$ cat src/rtl/rcv_phy_deframer.sv
// Receive PHY deframer: strips preamble/SFD from the 4-bit PHY stream, rebuilds
// bytes low nibble first and reports a 24-bit control block at end of frame.
module rcv_phy_deframer #(
  parameter int MAX_LEN = 1518,
  parameter int MIN_LEN = 64
) (
  input  logic        clk_phy,
  input  logic        reset,
  input  logic        phy_rx_dv,
  input  logic [3:0]  phy_data_in,
  output logic [7:0]  r_data_out,
  output logic        r_data_valid,
  output logic [23:0] r_ctrl_out,
  output logic        r_frame_valid,
  output logic        r_discard_en
);

  typedef enum logic [1:0] {IDLE, PREAMBLE, DATA, DROP} state_t;

  state_t      state, state_nx;
  logic        phase, phase_nx;
  logic [3:0]  low, low_nx;
  logic [11:0] count, count_nx;
  logic        too_long, too_long_nx;
  logic [9:0]  seq, seq_nx;
  logic [7:0]  data_nx;
  logic        data_valid_nx;
  logic [23:0] ctrl_nx;
  logic        frame_valid_nx;
  logic        discard_nx;
  logic        len_err;
  logic        align_err;

  // State and registered outputs; reset also aborts any frame in flight.
  always_ff @(posedge clk_phy) begin
    if (reset) begin
      state         <= IDLE;
      phase         <= 1'b0;
      low           <= 4'h0;
      count         <= 12'd0;
      too_long      <= 1'b0;
      seq           <= 10'd0;
      r_data_out    <= 8'h00;
      r_data_valid  <= 1'b0;
      r_ctrl_out    <= 24'h000000;
      r_frame_valid <= 1'b0;
      r_discard_en  <= 1'b0;
    end else begin
      state         <= state_nx;
      phase         <= phase_nx;
      low           <= low_nx;
      count         <= count_nx;
      too_long      <= too_long_nx;
      seq           <= seq_nx;
      r_data_out    <= data_nx;
      r_data_valid  <= data_valid_nx;
      r_ctrl_out    <= ctrl_nx;
      r_frame_valid <= frame_valid_nx;
      r_discard_en  <= discard_nx;
    end
  end

  // Next-state and next-output logic.
  always_comb begin
    state_nx       = state;
    phase_nx       = phase;
    low_nx         = low;
    count_nx       = count;
    too_long_nx    = too_long;
    seq_nx         = seq;
    data_nx        = r_data_out;
    data_valid_nx  = 1'b0;
    ctrl_nx        = r_ctrl_out;
    frame_valid_nx = 1'b0;
    discard_nx     = 1'b0;
    len_err        = (count < 12'(MIN_LEN)) || too_long;
    align_err      = phase;

    case (state)
      // IDLE treats its first valid nibble exactly like a preamble nibble.
      IDLE, PREAMBLE: begin
        if (phy_rx_dv) begin
          if (phy_data_in == 4'h5) begin
            state_nx = PREAMBLE;
          end else if (phy_data_in == 4'hD) begin
            state_nx    = DATA;
            phase_nx    = 1'b0;
            count_nx    = 12'd0;
            too_long_nx = 1'b0;
          end else begin
            state_nx = DROP;
          end
        end else begin
          state_nx = IDLE;
        end
      end
      DATA: begin
        if (!phy_rx_dv) begin
          frame_valid_nx = 1'b1;
          ctrl_nx        = {count, seq, len_err, align_err};
          discard_nx     = len_err | align_err;
          seq_nx         = seq + 10'd1;
          phase_nx       = 1'b0;
          state_nx       = IDLE;
        end else if (!phase) begin
          low_nx   = phy_data_in;
          phase_nx = 1'b1;
        end else begin
          phase_nx = 1'b0;
          // Bytes past MAX_LEN are dropped; the count stays saturated.
          if (count == 12'(MAX_LEN)) begin
            too_long_nx = 1'b1;
          end else begin
            count_nx      = count + 12'd1;
            data_nx       = {phy_data_in, low};
            data_valid_nx = 1'b1;
          end
        end
      end
      DROP: begin
        if (!phy_rx_dv) begin
          state_nx = IDLE;
        end else begin
          state_nx = DROP;
        end
      end
      default: begin
        state_nx = IDLE;
      end
    endcase
  end

endmodule

$ cat config.mk
export PLATFORM = sky130hd
export DESIGN_NAME = rcv_phy_deframer
export DESIGN_NICKNAME = d
export VERILOG_FILES = /design/src/rtl/rcv_phy_deframer.sv
export SDC_FILE = /design/constraint.sdc
export NUM_CORES = 1
export LEC_CHECK = 0
export CORE_ASPECT_RATIO = 2
export CORE_MARGIN = 4
export CORE_UTILIZATION = 57
export DETAILED_ROUTE_END_ITERATION = 16
export PLACE_DENSITY = 0.84
export SYNTH_ARGS = -nofsm -noshare
export SYNTH_HDL_FRONTEND = slang
export SYNTH_SLANG_ARGS = --single-unit
export TNS_END_PERCENT = 5
$ cat constraint.sdc
create_clock -name clk_phy -period 4 [get_ports clk_phy]
set_clock_uncertainty 0.2 [all_clocks]
set_input_delay 1 -clock clk_phy [delete_from_list [all_inputs] [get_ports clk_phy]]
set_output_delay 1 -clock clk_phy [all_outputs]
set_load 0.02 [all_outputs]
**Word level (Yosys, flattened, before mapping)**

Cells that the tools add are included.

- Bits in registers: 65
- Latch bits: 0
- Bits in writable memories: 0
- Memory bits (read-only): 0
- Output and inout bits: 35
- Word-level logic and storage cells: 71
- Memories kept: 0

- $add $sub $neg: 2
- Multiply operators: 0
- Divide/modulo/power cells: 0
- $lt $le $gt $ge: 1
- Equality and inequality tests: 14
- Shift operators: 0
- Muxes and demuxes: 25
- Bitwise operators: 5
- Reductions and logical operators: 13

Operators by type and width:

| kind | number |
|---|---|
| two-way mux 12 bit | 6 |
| one-hot mux 12 bit (2 select lines) | 1 |
| != test 2 bit (second input constant) | 8 |
| AND reduction 7 bit | 2 |
| adder 12 x 1 -> 12 bit (second input constant) | 1 |
| equality test 12 x 11 -> 1 bit (second input constant) | 1 |
| < comparator 12 x 7 -> 1 bit (second input constant) | 1 |
| two-way mux 1 bit | 11 |
| adder 10 x 1 -> 10 bit (second input constant) | 1 |
| two-way mux 2 bit | 4 |
| AND reduction 4 bit | 2 |
| one-hot mux 2 bit (3 select lines) | 1 |
| equality test 2 bit (second input constant) | 2 |
| equality test 4 x 3 -> 1 bit (second input constant) | 1 |
| equality test 4 bit (second input constant) | 1 |
| NOT 1 bit | 4 |
| one-hot mux 1 bit (2 select lines) | 2 |
| OR reduction 2 bit | 2 |
| OR reduction 4 bit | 1 |
| AND reduction 3 bit | 1 |
| OR reduction 3 bit | 1 |
| equality test 2 x 1 -> 1 bit (second input constant) | 1 |
| logical NOT 2 bit | 1 |
| AND reduction 2 bit | 1 |
| other kinds (3) | 3 |

**Longest topological paths before layout**

- Depth after elaboration: 5
- Mapped depth: 7

**Least setup slack after synthesis**

OpenSTA, ideal clock, no wires.

- Path type: input to register
- Start point: in phy_rx_dv
- End point: reg count[4]
- Setup time: 0.070 ns
- Data arrival time: 2.203 ns
- Required time: 3.730 ns
- Slack: 1.527 ns
- Cell stages on the path: 6
- Buffers on the path: 2
- Path through: buf_4 -> nand4b_1 -> a21boi_1 -> buf_6 -> or4_1 -> a21boi_1

- Longest elaborated chain between the ends: 2
- Elaborated cells on any way between the ends: 3

RTL lines:

| what | line | RTL |
|---|---|---|
| from (decl) | 9 | `input logic phy_rx_dv,` |
| != test 2 bit (no line) | - |  |
| AND reduction 7 bit (no line) * | - |  |
| to (signal assigned) | 52 | `count <= count_nx;` |
| to (decl) | 23 | `logic [11:0] count, count_nx;` |

Mark *: on every way between the ends. The rest lies on a longest branch, timed or not.
A chain may end at the register's enable or synchronous reset.

**Worst setup path after layout**

- Start point: in phy_rx_dv
- End point: reg count[0]

The elaborated chain is that of the path after synthesis.

==> run_results.csv <==
group,metric,value,unit
clocking,cts_tree,"done",
drt,drc_errors,0,
power,p_leak,1.13,nW
sta,setup_viol_count_final,0,
sta,final.min_clock_period,2.99,ns
floorplanning,core-area,0.00460,mm^2
worst_setup_path,cp-start-kind,"input port",
clocking,ctsResizeCount,0,
logic_synthesis,synth_edf_count,0,
min_path,hold_start,"r_ctrl_out[2]",
placement,dp.cells,393,
clocking,cts_setup_buffers,0,
placement,io_buffers,41,
clocking,numCtsBuffers,9,
sta,finalCritPeriodShare,0.746,
drt,wl_met3,301,um
global_routing,grt_pass1_vias,2259,
global_routing,grt_max_degree,58,
power,ir_drop,310,uV
drt,first_pass_iters,5,
logic_synthesis,yosys_warnings,0,
finish,instances_no_fill,409,
worst_setup_path,crit_path_start,"phy_rx_dv",
clocking,htree_levels,3,
sta,setup-tns-final,0,ns
sta,rsz0062_at_grt,"no",
finish,fillers,355,
worst_setup_path,r2r_start,"count[0]",
logic_synthesis,seq_area_frac_synth,0.479,
sta,tightest_slew,0.968,ns
floorplanning,dieArea,0.00601,mm^2
logic_synthesis,yosysTopAreaCellShare,0.479,
placement,hpwl,4310,um
drt,first_iter_violations,88,
logic_synthesis,synthTopCellsByCount,"dfxtp_1, nand2_1, a21oi_1, nor2_1, mux2i_1",
global_routing,antenna_found_initial,0,
placement,gp_congestion,0.849,
floorplanning,die_x,56.8,um
sta,holdWs,0.252,ns
logic_synthesis,synthCells,313,
worst_setup_path,reg2reg_depth,7,
worst_setup_path,timing.rr.end,"r_data_out[2]",
drt,vias_per_cell,5.86,
finish,seq_area,0.00130,mm^2
drt,wl_met1,2310,um
finish,antennaDiodeCount,0,
finish,final_nets,359,
drt,maxUsedRoutingLayer,"met4",
logic_synthesis,avgSynthCellArea,8.69,um^2
clocking,clkLatencyLatePin,0.34,ns
floorplanning,die_h,106,um
logic_synthesis,ys_types,47,
drt,routedWlPerCell,15.2,um
sta,hold_viol,0,
global_routing,grt_use_total,0.222,
sta,final_max_slew_viol_count,0,
global_routing,grt_pass1_wl,10500,um
worst_setup_path,crit_type,"in -> reg",
clocking,clockRootBuffer,"clkbuf_8",
logic_synthesis,synth_ff_type,"dfxtp_1",
finish,drive_above_1_share,0.0706,
floorplanning,rows,35,
worst_setup_path,end_kind,"flop",
worst_setup_path,critPathArrivalTime,3.02,ns
power,p_per_area,386,mW/mm^2
logic_synthesis,post-synth-top-count-cell,"dfxtp_1",
drt,antenna_left,0,
logic_synthesis,synth_area_leader_cell,"dfxtp_1",
drt,wl,6240,um
sta,timing.slew.headroom,0.355,
clocking,hold_buffers,0,
sta,max_freq,0.335,GHz
finish,area_growth,22.8,%
logic_synthesis,synthTopCellsByArea,"dfxtp_1, nand2_1, a21oi_1, mux2i_1, nor2_1",
power,power,1.29,mW
global_routing,overflow,0,
worst_setup_path,endpoint,"count[0]",
logic_synthesis,synth_seq_cells,65,
worst_setup_path,worstPathRequired,4.04,ns
clocking,cts.sinks,65,
floorplanning,ioPinCount,42,
drt,wl_met2,3330,um
finish,multi_input_area,0.00131,mm^2
outcome,status,"finished, final reports clean",
drt,vias,2395,
clocking,clockBufferDepth,2,
logic_synthesis,async_flop_share,0,
logic_synthesis,syn-num-nets,323,
floorplanning,start_util,0.591,
clocking,clk_pin_slew,0.07,ns
flow_run,max_cap_violations,0,
worst_setup_path,critPathMaxFanout,12,
worst_setup_path,rrSetupSlack,1.68,ns
logic_synthesis,netlist_area,0.00272,mm^2
min_path,hp-class,"reg -> reg",
## worst min path at each step
stage | depth (start not counted) | end
floorplan | 2 | r_ctrl_out[11]
global placement | 2 | r_ctrl_out[2]
detailed placement | 2 | r_ctrl_out[2]
CTS | 2 | r_ctrl_out[2]
global route | 2 | r_ctrl_out[2]
finish | 2 | r_ctrl_out[2]
## power by group
group / internal [mW] / total (mW) / switching (mW)
clock: 0.337 / 0.583 / 0.246
combinational: 0.0171 / 0.0487 / 0.0316
sequential: 0.652 / 0.656 / 0.00413
total: 1.01 / 1.29 / 0.282
## final cells by class
class / count / share of cell area
tap: 55 / 0.0206
clock buffer: 12 / 0.0495
multi-input combinational: 225 / 0.394
timing repair buffer: 43 / 0.126
sequential: 65 / 0.390
clock inverter: 4 / 0.0150
inverter: 5 / 0.00562
## through the flow
| step | instance area [um^2] | setup WS [ns] | util |
|---|---|---|---|
| finish | 3340 | 1.01 | 0.726 |
| global route | 3340 | 0.818 | 0.726 |
| CTS | 3340 | 1.07 | 0.726 |
| detailed placement | 3120 | 0.760 | 0.679 |
| global placement | 3120 | 0.813 | 0.679 |
| floorplan | 2720 | 1.53 | - |
## routing by layer
metal,GRT usage,vias up
met5,0,-
met4,0.119,0
met3,0.0625,27
met2,0.387,76
met1,0.234,1128
li1,-,1164
## critical path: stages
cell             delay (ns)
clkdlybuf4s50_1        0.54
nand4b_1               0.27
a21boi_1               0.71
nor2_1                 0.20
a211oi_1               0.31
## cell usage in the layout (no fill, tap or decap), types with 2 or more instances in the layout
cell | Yosys | final
a211oi_1 | 5 | 5
a21boi_1 | 2 | 2
a21oi_1 | 30 | 30
and2_1 | 3 | 3
and3_1 | 2 | 2
and4_1 | 2 | 2
and4bb_2 | 2 | 2
buf_4 | 2 | 2
clkbuf_8 | 0 | 12
clkdlybuf4s50_1 | 0 | 40
clkinvlp_4 | 0 | 2
dfxtp_1 | 65 | 65
ha_1 | 3 | 3
inv_1 | 5 | 5
mux2i_1 | 14 | 14
nand2_1 | 61 | 61
nand2b_1 | 5 | 5
nand3_1 | 8 | 8
nand4_1 | 7 | 7
nand4bb_1 | 2 | 2
nor2_1 | 29 | 29
nor2b_1 | 2 | 2
nor3_1 | 5 | 5
nor4_1 | 3 | 3
o211a_1 | 2 | 2
o21a_1 | 2 | 2
o21ai_0 | 6 | 6
or3_1 | 2 | 2
or4_1 | 3 | 3
or4b_1 | 2 | 2
xnor2_1 | 4 | 4
xor2_1 | 4 | 4
## registers in the layout, summed over array words and instances (netlist names), 2 cells and up
register and flops:
count 12, low 4, r_ctrl_out 24, r_data_out 8, seq 10, state 2
## cell families (layout without fill, tap and decap cells)
kind of cell	Yosys count	count (layout)	synth area share
xor+xnor	8	8	0.0258
compound gates	55	55	0.122
flops	65	65	0.479
buf+inv	23	64	0.0382
simple gates	145	145	0.270
mux	14	14	0.0515
fa+ha+maj	3	3	0.0138
No activity file was read; power rests on OpenSTA's default activity.
